$ cat config.mk
export PLATFORM = sky130hd
export DESIGN_NAME = exec_ctrl
export DESIGN_NICKNAME = d
export VERILOG_FILES = /design/src/rtl/exec_ctrl_pkg.sv /design/src/rtl/exec_ctrl_btn_sampler.sv /design/src/rtl/exec_ctrl.sv
export SDC_FILE = /design/constraint.sdc
export NUM_CORES = 1
export LEC_CHECK = 0
export ABC_CLOCK_PERIOD_IN_PS = 1780
export CAP_MARGIN = 20
export CORE_MARGIN = 10
export CORE_UTILIZATION = 54
export CTS_BUF_LIST = sky130_fd_sc_hd__clkbuf_4 sky130_fd_sc_hd__clkbuf_8
export DETAILED_ROUTE_END_ITERATION = 8
export HOLD_SLACK_MARGIN = 0.03
export PLACE_DENSITY_LB_ADDON = 0.25
export SETUP_SLACK_MARGIN = 0.2
export SYNTH_ARGS = -nofsm -noshare
export SYNTH_HDL_FRONTEND = slang
export SYNTH_SLANG_ARGS = --single-unit
$ cat constraint.sdc
create_clock -name clk -period 1.78 [get_ports clk]
set_clock_uncertainty 0.2 [all_clocks]
set_input_delay 0.445 -clock clk [delete_from_list [all_inputs] [get_ports clk]]
set_output_delay 0.445 -clock clk [all_outputs]
set_load 0.01 [all_outputs]
$ cat src/rtl/exec_ctrl_pkg.sv
// exec_ctrl_pkg: state encoding and parameter defaults shared by the run/step/halt controller.
package exec_ctrl_pkg;
  typedef enum logic [1:0] {IDLE = 2'b00, RUN = 2'b01, STEP = 2'b10, HALTED = 2'b11} state_t;
  localparam int SAMPLE_PERIOD_DEF = 2_000_000;
  localparam int STEP_CYCLES_DEF = 1;
endpackage

$ cat src/rtl/exec_ctrl_btn_sampler.sv
// btn_sampler: samples an active-low button on the shared tick and emits a one-cycle press pulse.
module btn_sampler (
  input  logic clk,
  input  logic rst_n,
  input  logic tick,
  input  logic btn,
  output logic press
);
  logic s0_q, s0_d, s1_q, s1_d;
  always_comb begin
    s0_d = tick ? !btn : s0_q;
    s1_d = tick ? s0_q : s1_q;
  end
  always_ff @(posedge clk or negedge rst_n) begin
    if (!rst_n) begin
      s0_q <= 1'b0;
      s1_q <= 1'b0;
    end else begin
      s0_q <= s0_d;
      s1_q <= s1_d;
    end
  end
  // Rising edge of the sampled level, seen only on a tick so it lasts one cycle.
  assign press = tick && s0_q && !s1_q;
endmodule

$ cat src/rtl/exec_ctrl.sv
// exec_ctrl: run/step/halt controller gating the pipeline clock enable.
// Single-step support is built only when EXEC_CTRL_STEP_EN is defined.
module exec_ctrl
  import exec_ctrl_pkg::*;
#(
  parameter int SAMPLE_PERIOD = SAMPLE_PERIOD_DEF,
  parameter int STEP_CYCLES   = STEP_CYCLES_DEF
) (
  input  logic       clk,
  input  logic       rst_n,
  input  logic       btn_run,
  input  logic       btn_step,
  input  logic       cpu_halt,
  output logic       cpu_en,
  output logic [1:0] state,
  output logic       step_done
);
  localparam int CW = $clog2(SAMPLE_PERIOD + 1);
  logic [CW-1:0] cnt_q, cnt_d;
  logic tick, run_press, step_press, step_last;
  state_t state_q, state_d;
  logic cpu_en_q, cpu_en_d, step_done_q, step_done_d;
  assign cnt_d = (cnt_q == CW'(SAMPLE_PERIOD)) ? '0 : cnt_q + 1'b1;
  assign tick = cnt_q == CW'(SAMPLE_PERIOD / 2);
  btn_sampler u_run (.clk(clk), .rst_n(rst_n), .tick(tick), .btn(btn_run), .press(run_press));
`ifdef EXEC_CTRL_STEP_EN
  localparam int SW = $clog2(STEP_CYCLES + 1);
  logic [SW-1:0] scnt_q, scnt_d;
  btn_sampler u_step (.clk(clk), .rst_n(rst_n), .tick(tick), .btn(btn_step), .press(step_press));
  always_comb begin
    scnt_d = (state_q == IDLE && !run_press && step_press) ? SW'(STEP_CYCLES) :
             (state_q == STEP) ? scnt_q - 1'b1 : scnt_q;
  end
  always_ff @(posedge clk or negedge rst_n) begin
    if (!rst_n) scnt_q <= '0;
    else scnt_q <= scnt_d;
  end
  assign step_last = scnt_q == SW'(1);
`else
  logic unused_step;
  assign unused_step = btn_step | (STEP_CYCLES < 1);
  assign step_press = 1'b0;
  assign step_last = 1'b0;
`endif
  always_comb begin
    state_d = state_q;
    step_done_d = 1'b0;
    case (state_q)
      IDLE:    state_d = run_press ? RUN : step_press ? STEP : IDLE;
      RUN:     state_d = cpu_halt ? HALTED : run_press ? IDLE : RUN;
      STEP: begin
        state_d = cpu_halt ? HALTED : step_last ? IDLE : STEP;
        step_done_d = !cpu_halt && step_last;
      end
      HALTED:  state_d = run_press ? IDLE : HALTED;
      default: state_d = IDLE;
    endcase
    cpu_en_d = state_d == RUN || state_d == STEP;
  end
  always_ff @(posedge clk or negedge rst_n) begin
    if (!rst_n) begin
      cnt_q       <= '0;
      state_q     <= IDLE;
      cpu_en_q    <= 1'b0;
      step_done_q <= 1'b0;
    end else begin
      cnt_q       <= cnt_d;
      state_q     <= state_d;
      cpu_en_q    <= cpu_en_d;
      step_done_q <= step_done_d;
    end
  end
  assign cpu_en = cpu_en_q;
  assign state = state_q;
  assign step_done = step_done_q;
endmodule

==> results.txt <==
The library cells used most frequently in the layout, excluding fill and tap cells, are sky130_fd_sc_hd__dfrtp_1, sky130_fd_sc_hd__buf_4, sky130_fd_sc_hd__nand3_1, sky130_fd_sc_hd__xnor2_1, sky130_fd_sc_hd__buf_6. The number of buffers on the longest clock path is 2. The power density relative to cell area came out at 478.6 mW/mm^2. The internal power contribution came out at 677.6 uW. The total of flip-flops plus latches after synthesis is 26.

The setup slack after layout came out at 12.93 ps. The cell row count came out at 18. The met3 wire length is 98 um. The detailed route wirelength on metal2 is 1683 um. The number of iterations in the first detailed-routing pass came out at 4.

The CTS buffer count came out at 3. The worst setup path is captured at a flip-flop. The number of endpoints with negative hold slack in the final report is 0. The area growth from synthesis to layout is 34.33%.

Hold is met by 268.7 ps. Across the VDD grid, the largest voltage drop is 0.4120 mV. Setup violations remaining at the end of the flow were counted as 0. The horizontal die dimension is 69.91 um. The vertical die dimension is 69.91 um. The largest driver fanout on the critical path is 6. The starting density of the core is 55.30%. The final-layout setup total negative slack came out at 0 ps. The die covers 0.004887 sq mm. The remaining global-route overflow is 0. 0 antenna diodes ended up in the layout.

In this run the power spent charging and discharging nets is 187.1 uW. The placer congestion estimate is 0.8081. After detailed routing, the number of remaining DRC violations is 0.

STA puts the critical path data required time at 1810 ps. The reg-to-reg endpoint is cnt_q[15]. The final critical-path share of the clock period is 99.27%.

The highest clock rate is 565.9 MHz. The count of routing violations after the opening detailed-route iteration is 46. TritonCTS built the clock tree. The number of slew-limit violations in the final report is 0. The total nets after synthesis is 135. The I/O pin count is 9. The via count of the first global-routing pass came out at 1,141. The standard cell core area is 0.002432 sq mm. The wire-length estimate of the detail-placed layout is 2004 um. The cell sitting at the root of the clock tree is a sky130_fd_sc_hd__clkbuf_4. The routed wire length came out at 3251 um. The number of antenna violations at the first check in global routing is 0. The final net count came out at 168. The clock transition at the register clock pins on the worst setup and hold paths after CTS came out at 140 ps. The pin count of the biggest net entering global routing is 27.

The clock sink total is 26. The fraction of power consumed by the clock network is 29.2%. The leakage power of the design is 0.7802 nW. The critical path in this run is classified as flip-flop to flip-flop.

The fraction of power spent switching nets is 21.64%. The library cell used most frequently in the layout, excluding fill and tap cells, is sky130_fd_sc_hd__dfrtp_1. The port buffer count is 6.

The number of instances in the synthesized netlist is 128. The overall global routing resource usage came out at 12.60%. At the later pin of the worst-skew pair, clock insertion delay measures 320 ps. Using the TritonRoute via totals, the vias-per-cell ratio works out to 5.778. The average cell area after synthesis came out at 10.51 sq um. The wire length per cell after detailed routing came out at 17.20 um. Summing the sequential cell areas from Yosys gives 48.37% of the chip area. The part of the power in registers came out at 68.3%. The global-route wire length before repair came out at 5264 um. The number of distinct standard cells referenced by the synthesized netlist is 35.

The reg2reg setup slack is 10 ps. The number of H-tree levels came out at 1. The overall via count from detail_route is 1,092.

The share of post-route cells with drive strength above 1 came out at 40.88%. The min-delay analysis places its worst path in the category input port to async pin. Buffers inserted to repair hold after CTS numbered 0. The worst flop-to-flop path startpoint is cnt_q[0].

Routed signal wires occupy layers up through met4. The number of synthesis warnings came out at 0. Max-cap violations in this run came to 0. The number of cells on the worst reg-to-reg path is 8. STA puts the critical path data arrival time at 1800 ps. Setup repair after global routing could not meet its margin everywhere. The post-placement worst setup slack came out at -76.83 ps. The count of nets left with antenna violations once routing finished came out at 0.

The cell area after synthesis is 0.001345 sq mm. The flow ran to the end, and the final reports show no timing, DRC or antenna violations. The minimum period implied by the final worst setup slack came out at 1767 ps. The share of total power dissipated in combinational logic is 2.5%. STA classifies the critical path startpoint as a flip-flop. In the final routing, the length of wire on met1 measures 1382 um.
## kinds of logic after synthesis
kind of cell	count (synthesis)	synth area share (%)
AND/OR/NAND/NOR	59	26.42
flip-flops	26	48.37
multiplexers	6	4.558
buffers and inverters	7	3.162
other	1	0.2788
XOR/XNOR	15	9.767
adder cells (fa/ha/maj)	2	1.860
AO/OA/AOI/OAI	12	5.581
## worst max-delay path by stage
stage          startpoint        end  slack, ps  cells after the start
5_1_grt          cnt_q[7]   state[1]        -70                      5
3_5_place_dp    cnt_q[13]  cnt_q[17]        -80                      5
6_report         cnt_q[0]  cnt_q[15]         10                      8
4_1_cts          cnt_q[1]     cpu_en          6                      6
3_3_place_gp    cnt_q[13]  cnt_q[17]        -20                      5
2_1_floorplan    cnt_q[0]     cpu_en         90                      7
## per-layer routing
| layer | track usage (%) | up-vias |
|---|---|---|
| met5 | 0 | - |
| met4 | 4.825 | 0 |
| met3 | 2.119 | 10 |
| met2 | 21.15 | 19 |
| met1 | 15.59 | 540 |
| li1 | - | 523 |
## cells in the mapped netlist
| cell type | count | area, sq um |
|---|---|---|
| sky130_fd_sc_hd__dfrtp_1 | 26 | 650.6 |
| sky130_fd_sc_hd__nand3_1 | 15 | 75.07 |
| sky130_fd_sc_hd__xnor2_1 | 11 | 96.34 |
| sky130_fd_sc_hd__nor2_1 | 10 | 37.54 |
| sky130_fd_sc_hd__mux2i_1 | 5 | 50.05 |
| sky130_fd_sc_hd__nand2_1 | 5 | 18.77 |
| sky130_fd_sc_hd__nand4_1 | 5 | 31.28 |
| sky130_fd_sc_hd__o21ai_0 | 5 | 25.02 |
| sky130_fd_sc_hd__and3_1 | 4 | 25.02 |
| sky130_fd_sc_hd__xor2_1 | 4 | 35.03 |
| sky130_fd_sc_hd__and4_1 | 3 | 26.28 |
| sky130_fd_sc_hd__inv_1 | 3 | 11.26 |
| sky130_fd_sc_hd__nor2b_1 | 3 | 18.77 |
| sky130_fd_sc_hd__a21oi_1 | 2 | 10.01 |
| sky130_fd_sc_hd__and4bb_2 | 2 | 25.02 |
| sky130_fd_sc_hd__buf_4 | 2 | 15.01 |
| sky130_fd_sc_hd__ha_1 | 2 | 25.02 |
| sky130_fd_sc_hd__nor3_1 | 2 | 10.01 |
| sky130_fd_sc_hd__nor3b_1 | 2 | 15.01 |
| sky130_fd_sc_hd__o31ai_1 | 2 | 15.01 |
| sky130_fd_sc_hd__a211o_1 | 1 | 8.760 |
| sky130_fd_sc_hd__and2_0 | 1 | 6.260 |
| sky130_fd_sc_hd__and2b_2 | 1 | 8.760 |
| sky130_fd_sc_hd__and3_4 | 1 | 11.26 |
| sky130_fd_sc_hd__and3b_1 | 1 | 8.760 |
| sky130_fd_sc_hd__and4_2 | 1 | 10.01 |
| sky130_fd_sc_hd__and4_4 | 1 | 11.26 |
| sky130_fd_sc_hd__and4b_1 | 1 | 10.01 |
| sky130_fd_sc_hd__buf_2 | 1 | 5.000 |
| sky130_fd_sc_hd__buf_6 | 1 | 11.26 |
| sky130_fd_sc_hd__conb_1 | 1 | 3.750 |
| sky130_fd_sc_hd__mux2_2 | 1 | 11.26 |
| sky130_fd_sc_hd__nor4_1 | 1 | 6.260 |
| sky130_fd_sc_hd__o21a_1 | 1 | 7.510 |
| sky130_fd_sc_hd__o32ai_1 | 1 | 8.760 |
## critical path, cell delays in order, from the launching register on
cell	delay, ps
sky130_fd_sc_hd__dfrtp_1	410
sky130_fd_sc_hd__inv_1	70
sky130_fd_sc_hd__ha_2	150
sky130_fd_sc_hd__and4b_1	250
sky130_fd_sc_hd__nand3_4	140
sky130_fd_sc_hd__buf_6	180
sky130_fd_sc_hd__nor2_4	70
sky130_fd_sc_hd__buf_6	140
sky130_fd_sc_hd__nor2_1	50
## per-stage QoR
step / util (%) / cell area [sq um] / instances / total power, mW
after CTS: 69.65 / 1694 / 184 / 0.8719
after floorplan: - / 1361 / 128 / 0.6051
after global routing: 74.28 / 1807 / 189 / 0.8915
after global placement: 63.01 / 1533 / 174 / 0.6240
final: 74.28 / 1807 / 189 / 0.8647
after detailed placement: 63.01 / 1533 / 174 / 0.6245
## state kept, by name, summed over array words and instances (netlist names)
signal / count
u_run.s0_q: 1
cnt_q: 21
cpu_en: 1
u_run.s1_q: 1
state: 2
## layout make-up
cell class              instances  area (sq um)
clock buffers                   3         22.52
fillers                       162         625.6
inverters                       3         11.26
multi-input cells              95         798.3
flip-flops and latches         26         654.4
well taps                      30         37.54
repair buffers                 32         282.8
## repair_timing
item | CTS | global route
setup buffers | 7 | 5
cloned | 0 | 0
setup endpoints to repair | 24 | 24
gates resized for setup | 33 | 23
pin swaps | 13 | 8
## power by group through the flow
stage	sequential, mW	clock, mW	combinational, mW
3_3_place_gp	0.602	0	0.0222
3_5_place_dp	0.602	0	0.0226
5_1_grt	0.591	0.276	0.0251
4_1_cts	0.591	0.258	0.0227
2_1_floorplan	0.602	0	0.00312
6_report	0.591	0.252	0.0219
(Power assumes the default switching activity.)
==> variant, RTL diff (same flow settings) <==
Build with the macro `EXEC_CTRL_STEP_EN` defined.
--- a/src/rtl/exec_ctrl.sv
+++ b/src/rtl/exec_ctrl.sv
@@ -1,5 +1,7 @@
 // exec_ctrl: run/step/halt controller gating the pipeline clock enable.
 // Single-step support is built only when EXEC_CTRL_STEP_EN is defined.
+`define EXEC_CTRL_STEP_EN
+
 module exec_ctrl
   import exec_ctrl_pkg::*;
 #(
Formal check against the unedited RTL: no difference found for any inputs over 10 cycles, from zero or initial values and one cycle with rst_n low; that may be too few to reach the edited logic, so the function may still have changed.
==> variant against the original RTL <==
The run now ends with setup timing left; setup slack worse by 0.24 ns; routed wire length is 17% higher; worst hold slack better by 0.0024 ns; synthesized area is 15% higher; total power is 28% higher; sequential cell count is 4 higher; sequential share of layout area is 0.57 points lower; cell area is 17% higher; combinational power is 45% higher; critical endpoint is now u_run.s1_q; largest power group unchanged.
==> variant: results (changes against the original RTL) <==
Critical Path Fanout Max = 3 (-3)
FILL cells = 181 (+12%)
R2R cell count = 4 (-4)
First-pass GRT wire length = 6279 µm (+19%)
Status = finished with violations
Setup TNS = -1.647 ns (-1.647 ns)
Setup-failing EPs final = 16 (+16)
Post-synthesis compound-gate area fraction = 9.813% (+4.2 points)
Placed insts = 221 (+27%)
Proportion of layout cells with a drive suffix above 1 = 36.87% (-4.0 points)
Peak supply drop = 0.6455 mV (+57%)
Failing checks = setup timing
Placed cell area = 1968 µm² (+28%)
First DRT Iteration DRCs = 132 (+190%)
RePlAce Congestion = 0.8429 (+4.3%)
Final hold violation count = 0 (unchanged)
All-Layer GR Usage = 14.48% (+1.9 points)
Synth top area cells = dfrtp_1 (49%), xnor2_1 (6.8%), nand3_1 (3.9%), o21ai_0 (2.9%), nand4_1 (2.8%)
Synth Area per Inst = 10.35 µm² (-1.5%)
Post-synthesis xor/xnor area fraction = 8.516% (-1.3 points)
Dpl hpwl = 2763 µm (+38%)
Via count = 1417 (+30%)
Multiplexer share of the synthesized area = 3.244% (-1.3 points)
Sequential share of the synthesized area = 48.66% (+0.29 points)
Leak Pwr = 0.9051 nW (+16%)
Final WS setup = -0.2319 ns (-0.2449 ns)
Net total in the final layout = 206 (+23%)
Number of library cell types mapped by synthesis = 37 (+5.7%)
DR vias/cell = 6.188 (+7.1%)
Worst r2r src = cnt_q[13]
H-tree levels = 2 (+1)
Area added between synthesis and finish = 36.74%
Reg clk slew, reported paths = 0.09 ns (-0.05 ns)
Worst path slowest cell = or4_4
Largest net degree at the start of global routing = 31 (+15%)
DR WL/cell = 16.57 µm (-3.7%)
Syn_nets = 156 (+16%)
Port bufs = 8 (+2)
Largest stage delay, worst path = 0.59 ns (+0.18 ns)
Switching Share = 20.97% (-0.67 points)
Total CTS buffers = 5 (+2)
-- variant: routing by layer --
metal,GRT usage (%),routed length [µm]
met3,4.845,222
met4,6.625,89
met2,23.86,1942
met1,16.49,1540
met5,0,0
-- variant: final cells by class --
| class | count | area share, % |
|---|---|---|
| Timing Repair Buffer | 48 | 19.10 |
| Inverter | 5 | 0.8897 |
| Multi-Input combinational cell | 109 | 40.09 |
| Sequential cell | 30 | 35.65 |
| Tap cell | 31 | 1.839 |
| Clock buffer | 6 | 2.432 |
-- variant: power by group through the flow --
stage          combinational [W]  sequential, W  clock, W
2_1_floorplan         0.00000186       0.000695         0
3_3_place_gp           0.0000322       0.000694         0
3_5_place_dp           0.0000327       0.000694         0
4_1_cts                0.0000329       0.000681  0.000399
5_1_grt                0.0000356       0.000681  0.000430
6_report               0.0000318       0.000681  0.000392
-- variant: repair_timing --
action / CTS / global route
endpoints found under the hold margin: 0 / 0
resized for setup: 25 / 15
endpoints found under the setup margin: 27 / 27
setup buffers: 2 / 0
pin swaps: 7 / 9
